File: config.mk
export PLATFORM = sky130hd
export DESIGN_NAME = udma_ext_per_chk_patgen
export DESIGN_NICKNAME = d
export VERILOG_FILES = /design/src/rtl/udma_ext_per_chk_pkg.sv /design/src/rtl/udma_ext_per_chk_patgen.sv
export SDC_FILE = /design/constraint.sdc
export NUM_CORES = 1
export LEC_CHECK = 0
export CORE_ASPECT_RATIO = 2
export CORE_MARGIN = 1
export CORE_UTILIZATION = 52
export DETAILED_ROUTE_END_ITERATION = 12
export PLACE_DENSITY = 0.83
export SYNTH_ARGS = -nofsm -noshare
export SYNTH_HDL_FRONTEND = slang
export SYNTH_SLANG_ARGS = --single-unit
File: constraint.sdc
create_clock -name clk -period 2.09 [get_ports clk]
set_input_delay 0.209 -clock clk [delete_from_list [all_inputs] [get_ports clk]]
set_output_delay 0.209 -clock clk [all_outputs]
set_load 0.05 [all_outputs]
File: src/rtl/udma_ext_per_chk_pkg.sv
// Shared types and constants for the uDMA external-peripheral TX stream checker.
package udma_ext_per_chk_pkg;

  typedef enum logic [1:0] {
    ST_IDLE = 2'd0,
    ST_RUN  = 2'd1,
    ST_HALT = 2'd2
  } chk_state_e;

  // Bit positions inside cfg_setup_i
  localparam int CFG_EN        = 0;
  localparam int CFG_MODE      = 1;
  localparam int CFG_STOP      = 2;
  localparam int CFG_CLR       = 3;
  localparam int CFG_STALL_LSB = 4;
  localparam int CFG_STALL_MSB = 11;

  // Galois taps for x^32 + x^22 + x^2 + x + 1 (right-shifting form)
  localparam logic [31:0] LFSR_MASK = 32'h8020_0003;

  function automatic logic [31:0] lfsr_next(input logic [31:0] cur);
    lfsr_next = (cur >> 1) ^ (cur[0] ? LFSR_MASK : 32'h0);
  endfunction

endpackage

File: src/rtl/udma_ext_per_chk_patgen.sv
// Expected-word generator: reloads SEED and latches the mode on start,
// then steps once per accepted word (counter or LFSR). It never resyncs
// to received data, so a single corrupted word causes a single mismatch.
module udma_ext_per_chk_patgen
  import udma_ext_per_chk_pkg::*;
#(
  parameter logic [31:0] SEED = 32'h0000_0001
) (
  input  logic        clk,
  input  logic        rst,
  input  logic        load,
  input  logic        load_mode,
  input  logic        advance,
  output logic [31:0] expected
);

  logic mode_q;

  // Expected value and latched mode register
  always_ff @(posedge clk) begin
    if (rst) begin
      expected <= SEED;
      mode_q   <= 1'b0;
    end else if (load) begin
      expected <= SEED;
      mode_q   <= load_mode;
    end else if (advance) begin
      expected <= mode_q ? lfsr_next(expected) : expected + 32'd1;
    end
  end

endmodule

After elaboration in Yosys (flattened, before gate mapping)
Cells that the tools add are included.

Bits in read-only memories: 0. Bits in latches: 0. Memories: 0. Bits in registers: 33. Bits in writable memories: 0. Input bits: 5.

Mux-type cells: 2. Reduce and logical (&&, ||, !) cells: 1. $add $sub $neg: 1. Multiply operators: 0. Equality and inequality tests: 0. Bitwise logic cells: 1. Div/mod/pow operators: 0. $lt $le $gt $ge: 0. Shift operators: 0.

Operator list (count): 32-bit two-way mux (2); 32-bit by 1-bit adder with 32-bit output (second input constant) (1); 31-bit by 32-bit bitwise XOR with 32-bit output (1); 2-bit OR reduction (1).

Logic depth before layout (Yosys ltp)
Word-level depth: 3. Depth in mapped cells: 7. Mapped depth without buffers: 6.

Least setup slack after synthesis
OpenSTA, ideal clock, no wires.

Kind: register to register. Start: reg expected[1]. End: reg expected[18]. Setup time: 0.074 ns. Cell stages (with the launch flop): 7. Arrival: 2.220 ns. Slack: -0.204 ns. Path through: dfxtp_1 ha_1 nand3_4 nor4_4 nand3_1 or3_1 a31oi_1.

Word-level cells in the longest chain between the ends: 2.

RTL lines: from (decl) (RTL line udma_ext_per_chk_patgen.sv:14) `output logic [31:0] expected`; from (signal assigned) (RTL line udma_ext_per_chk_patgen.sv:28) `expected <= mode_q ? lfsr_next(expected) : expected + 32'd1;`; 32-bit by 1-bit adder with 32-bit output (RTL line udma_ext_per_chk_patgen.sv:28); 32-bit two-way mux (RTL line udma_ext_per_chk_patgen.sv:28).

Every way passes these cells. A chain may end at the register's enable or synchronous reset.

Final worst setup path
Same ends and word-level chain as after synthesis.

==> flow_summary.html <==
<table>
<tr><th>Metric</th><th>Value</th></tr>
<tr><th colspan="2">Pwr</th></tr>
<tr><td>Switching share of total power</td><td>27.0%</td></tr>
<tr><td>Net switching power</td><td>0.000367 W</td></tr>
<tr><td>Sequential share of power</td><td>47.5%</td></tr>
<tr><td>Internal cell power</td><td>a little under 0.001 W</td></tr>
<tr><td>Combinational group share of total power</td><td>12.3%</td></tr>
<tr><td>Clock network power share</td><td>between 40% and 50%</td></tr>
<tr><td>Leakage dissipation</td><td>0.904 nW</td></tr>
<tr><td>IR Drop Worst-Case VDD</td><td>465 uV</td></tr>
<tr><td>Power per unit of standard cell area</td><td>between 500 and 600 nW/um2</td></tr>
<tr><th colspan="2">Synth</th></tr>
<tr><td>Netlist area before placement</td><td>2070 um2</td></tr>
<tr><td>Synthesized area per cell</td><td>7.53 um2</td></tr>
<tr><td>Most area-consuming cells after synthesis</td><td>sky130_fd_sc_hd__dfxtp_1 32%, sky130_fd_sc_hd__o21ai_0 5.6%, sky130_fd_sc_hd__nor2_1 5.3%</td></tr>
<tr><td>Count of yosys warnings during synthesis</td><td>0</td></tr>
<tr><td>Most area-hungry cell type in the Yosys netlist</td><td>sky130_fd_sc_hd__dfxtp_1</td></tr>
<tr><td>Unique masters post-synth</td><td>44</td></tr>
<tr><td>Share of the synthesized area in the top cell type</td><td>31.9%</td></tr>
<tr><td>Most used flip-flop cell after synthesis</td><td>sky130_fd_sc_hd__dfxtp_1</td></tr>
<tr><td>Post-synthesis sequential area ratio</td><td>31.9%</td></tr>
<tr><td>Fraction of synthesis flops using an asynchronous set or reset pin</td><td>0%</td></tr>
<tr><td>Number of instances in the synthesized netlist</td><td>~280</td></tr>
<tr><td>Number of synthesized flops with an enable pin</td><td>0</td></tr>
<tr><td>Post-synth net total</td><td>281</td></tr>
<tr><td>Flip-flop and latch count after synthesis</td><td>33</td></tr>
<tr><th colspan="2">STA</th></tr>
<tr><td>Slew margin rel.</td><td>62.6%</td></tr>
<tr><td>Slew at the pin with the worst max-slew slack</td><td>roughly 560 ps</td></tr>
<tr><td>Clock Skews</td><td>5.77 ps</td></tr>
<tr><td>Setup-failing EPs final</td><td>0</td></tr>
<tr><td>TNS Setup</td><td>0 ps</td></tr>
<tr><td>Min Clock Period, post-route</td><td>1900 ps</td></tr>
<tr><td>Final critical-path share of the clock period</td><td>90.7%</td></tr>
<tr><td>Final hold violation count</td><td>0</td></tr>
<tr><td>RSZ-0062 raised after global routing</td><td>false</td></tr>
<tr><td>Number of max-slew violations in the final report</td><td>0</td></tr>
<tr><td>Fmax</td><td>527 MHz</td></tr>
<tr><th colspan="2">Min path</th></tr>
<tr><td>Worst Hold Class</td><td>primary input to flip-flop</td></tr>
<tr><td>Worst hold endpoint</td><td>mode_q</td></tr>
<tr><td>Start point of the worst min-delay path</td><td>rst</td></tr>
<tr><td>Number of stages on the worst hold path</td><td>2</td></tr>
<tr><th colspan="2">Critical path</th></tr>
<tr><td>Kind of critical path</td><td>flip-flop to flip-flop</td></tr>
<tr><td>Worst Path Required</td><td>about 2300 ps</td></tr>
<tr><td>RR Endpoint</td><td>expected[18]</td></tr>
<tr><td>Register-to-register path setup slack</td><td>190 ps</td></tr>
<tr><td>Reg-to-reg startpoint</td><td>expected[1]</td></tr>
<tr><td>Worst Setup End Kind</td><td>flip-flop</td></tr>
<tr><td>Data arrival time of the critical path</td><td>2110 ps</td></tr>
<tr><td>Highest net fanout along the worst path</td><td>10</td></tr>
<tr><td>Critical path startpoint category</td><td>flip-flop</td></tr>
<tr><td>Worst reg-to-reg path cell count</td><td>7</td></tr>
<tr><th colspan="2">CTS</th></tr>
<tr><td>Post CTS Setup Buffer Count</td><td>0</td></tr>
<tr><td>Reg clk slew, reported paths</td><td>roughly 70 ps</td></tr>
<tr><td>CTS Root Cell</td><td>sky130_fd_sc_hd__clkbuf_8</td></tr>
<tr><td>Worst-Skew Late Latency</td><td>290 ps</td></tr>
<tr><td>Clock tree from TritonCTS</td><td>done</td></tr>
<tr><td>Cts-stage hold buffer count</td><td>0</td></tr>
<tr><td>Post-CTS Resized</td><td>0</td></tr>
<tr><td>TritonCTS sink count</td><td>33</td></tr>
<tr><td>Depth of the CTS H-tree</td><td>2</td></tr>
<tr><td>Maximum buffer depth of the clock tree</td><td>2</td></tr>
<tr><td>CTS Buf Count</td><td>5</td></tr>
<tr><th colspan="2">Layout</th></tr>
<tr><td>Growth of design area from synthesis to finish</td><td>27.6%</td></tr>
<tr><td>Diodes inserted</td><td>0</td></tr>
<tr><td>Layout Cell Area excl Fill</td><td>2640 um2</td></tr>
<tr><td>Number of nets in the layout</td><td>316</td></tr>
<tr><td>Utilization of the core after routing</td><td>68.7%</td></tr>
<tr><td>Share of post-route cells with drive strength above 1</td><td>10.9%</td></tr>
<tr><th colspan="2">Route</th></tr>
<tr><td>Aggregate routed wire length</td><td>~5.8 mm</td></tr>
<tr><td>Post-route antenna net violation count</td><td>0</td></tr>
<tr><td>Ratio of routed vias to standard cells</td><td>roughly 6.4</td></tr>
<tr><td>Drt first pass iters</td><td>5</td></tr>
<tr><td>Wire length per cell</td><td>about 16 um</td></tr>
<tr><td>Residual DRC</td><td>0</td></tr>
<tr><td>Detailed-route via count</td><td>roughly 2.3k</td></tr>
<tr><td>Drt initial violations</td><td>97</td></tr>
<tr><th colspan="2">Placed design</th></tr>
<tr><td>Count of input and output buffers</td><td>36</td></tr>
<tr><td>Standard cell area after detailed placement</td><td>~2500 um2</td></tr>
<tr><td>Final weighted congestion in routability-driven placement</td><td>around 0.82</td></tr>
<tr><td>Detailed placement HPWL</td><td>4.03 mm</td></tr>
<tr><th colspan="2">Run status</th></tr>
<tr><td>Result of the run</td><td>finished, final reports clean</td></tr>
<tr><th colspan="2">Floorplan</th></tr>
<tr><td>Die Width</td><td>46.6 um</td></tr>
<tr><td>Placeable core region</td><td>3840 um2</td></tr>
<tr><td>Ports</td><td>37</td></tr>
<tr><td>Vertical die dimension</td><td>91.2 um</td></tr>
<tr><td>Placement Rows</td><td>32</td></tr>
<tr><td>Die ar.</td><td>4250 um2</td></tr>
<tr><td>Initial cell density of the core</td><td>53.9%</td></tr>
<tr><th colspan="2">GRT</th></tr>
<tr><td>Antenna violations before repair</td><td>0</td></tr>
<tr><td>Wire length of the first global-routing pass</td><td>9.71 mm</td></tr>
<tr><td>Pin count of the biggest net entering global routing</td><td>55</td></tr>
<tr><td>Grt ovf</td><td>0</td></tr>
<tr><td>Number of global-route vias before repair</td><td>2,056</td></tr>
<tr><td>Global Route Usage Sum</td><td>a little under a third</td></tr>
<tr><th colspan="2">Flow run</th></tr>
<tr><td>Max-cap check violation count</td><td>0</td></tr>
</table>
-- state kept, by name, summed over array words and instances, names as in the netlist --
register / count
mode_q: 1
expected: 32
-- stage by stage --
step | worst slack [ps] | instances | hold slack [ps] | power (W)
floorplan | 1.78 | 275 | 281 | 0.000766
global placement | 294 | 354 | 529 | 0.000821
detailed placement | 231 | 354 | 529 | 0.000824
CTS | 204 | 362 | 498 | 0.00136
global route | 41.6 | 362 | 508 | 0.00141
finish | 194 | 362 | 485 | 0.00136
-- logic make-up (layout without fill, tap and decap cells) --
logic type	after synthesis	in the layout	synth area share [%]
compound gates	95	95	29.5
flops	33	33	31.9
fa+ha+maj	1	1	0.604
mux	10	10	4.83
buf+inv	24	60	4.53
simple gates	110	110	27.7
xor+xnor	2	2	0.846
-- placed cells by master (no fill, tap or decap), types with 5 or more instances in the layout --
cell                              instances
sky130_fd_sc_hd__a211oi_1                 6
sky130_fd_sc_hd__and3_1                   5
sky130_fd_sc_hd__nand3_1                 18
sky130_fd_sc_hd__a22oi_1                 13
sky130_fd_sc_hd__a32o_1                   5
sky130_fd_sc_hd__o31ai_1                  6
sky130_fd_sc_hd__buf_4                   11
sky130_fd_sc_hd__a21oi_1                 21
sky130_fd_sc_hd__dfxtp_1                 29
sky130_fd_sc_hd__o21ai_0                 23
sky130_fd_sc_hd__a31oi_1                  7
sky130_fd_sc_hd__nand4_1                  5
sky130_fd_sc_hd__nor2_1                  29
sky130_fd_sc_hd__clkbuf_8                 7
sky130_fd_sc_hd__mux2i_1                 10
sky130_fd_sc_hd__nand2_1                 27
sky130_fd_sc_hd__clkdlybuf4s50_1         36
sky130_fd_sc_hd__or3_1                    6
-- how the worst max path moves through the flow --
stage	from	end	cells past startpoint
floorplan	expected[4]	expected[18]	5
global placement	expected[1]	expected[18]	7
detailed placement	expected[1]	expected[18]	7
CTS	expected[1]	expected[18]	7
global route	expected[1]	expected[22]	7
finish	expected[1]	expected[18]	7
-- worst max-delay path, stage by stage, from the launching register on --
cell	delay (ps)
sky130_fd_sc_hd__dfxtp_2	380
sky130_fd_sc_hd__ha_1	260
sky130_fd_sc_hd__nand3_4	110
sky130_fd_sc_hd__nor4_4	280
sky130_fd_sc_hd__buf_4	200
sky130_fd_sc_hd__nand3_1	100
sky130_fd_sc_hd__or3_1	360
sky130_fd_sc_hd__a31oi_1	120
-- routing by layer --
layer / global-route usage (%) / vias up / wire length, um
met2: 50.6 / 77 / 3210
li1: - / 1104 / -
met5: 0 / - / 0
met1: 36.3 / 1121 / 2200
met3: 4.97 / 12 / 274
met4: 12.6 / 0 / 138
-- Yosys cell counts, types with 6 or more instances --
library cell	number
sky130_fd_sc_hd__o21ai_0	23
sky130_fd_sc_hd__a31oi_1	7
sky130_fd_sc_hd__nor2_1	29
sky130_fd_sc_hd__or3_1	6
sky130_fd_sc_hd__mux2i_1	10
sky130_fd_sc_hd__nand3_1	18
sky130_fd_sc_hd__clkbuf_1	16
sky130_fd_sc_hd__a22oi_1	13
sky130_fd_sc_hd__dfxtp_1	33
sky130_fd_sc_hd__o31ai_1	6
sky130_fd_sc_hd__nand2_1	27
sky130_fd_sc_hd__a211oi_1	6
sky130_fd_sc_hd__a21oi_1	21
-- power groups by stage --
stage / Clock, W / Sequential [W] / Combinational (W)
after floorplan: 0 / 0.000675 / 0.0000905
after global placement: 0 / 0.000659 / 0.000162
after detailed placement: 0 / 0.000659 / 0.000165
after CTS: 0.000548 / 0.000644 / 0.000166
after global routing: 0.000586 / 0.000645 / 0.000182
final: 0.000547 / 0.000645 / 0.000167
-- layout make-up --
cell class	count	area, um2
clock buffer	7	96.3
clock inverter	1	5.00
fill	339	1200
inverter	3	11.3
multi-input combinational	218	1320
sequential	33	666
tap	51	63.8
timing repair buffer	49	483
Note: power is estimated with default switching activity, not from simulation.
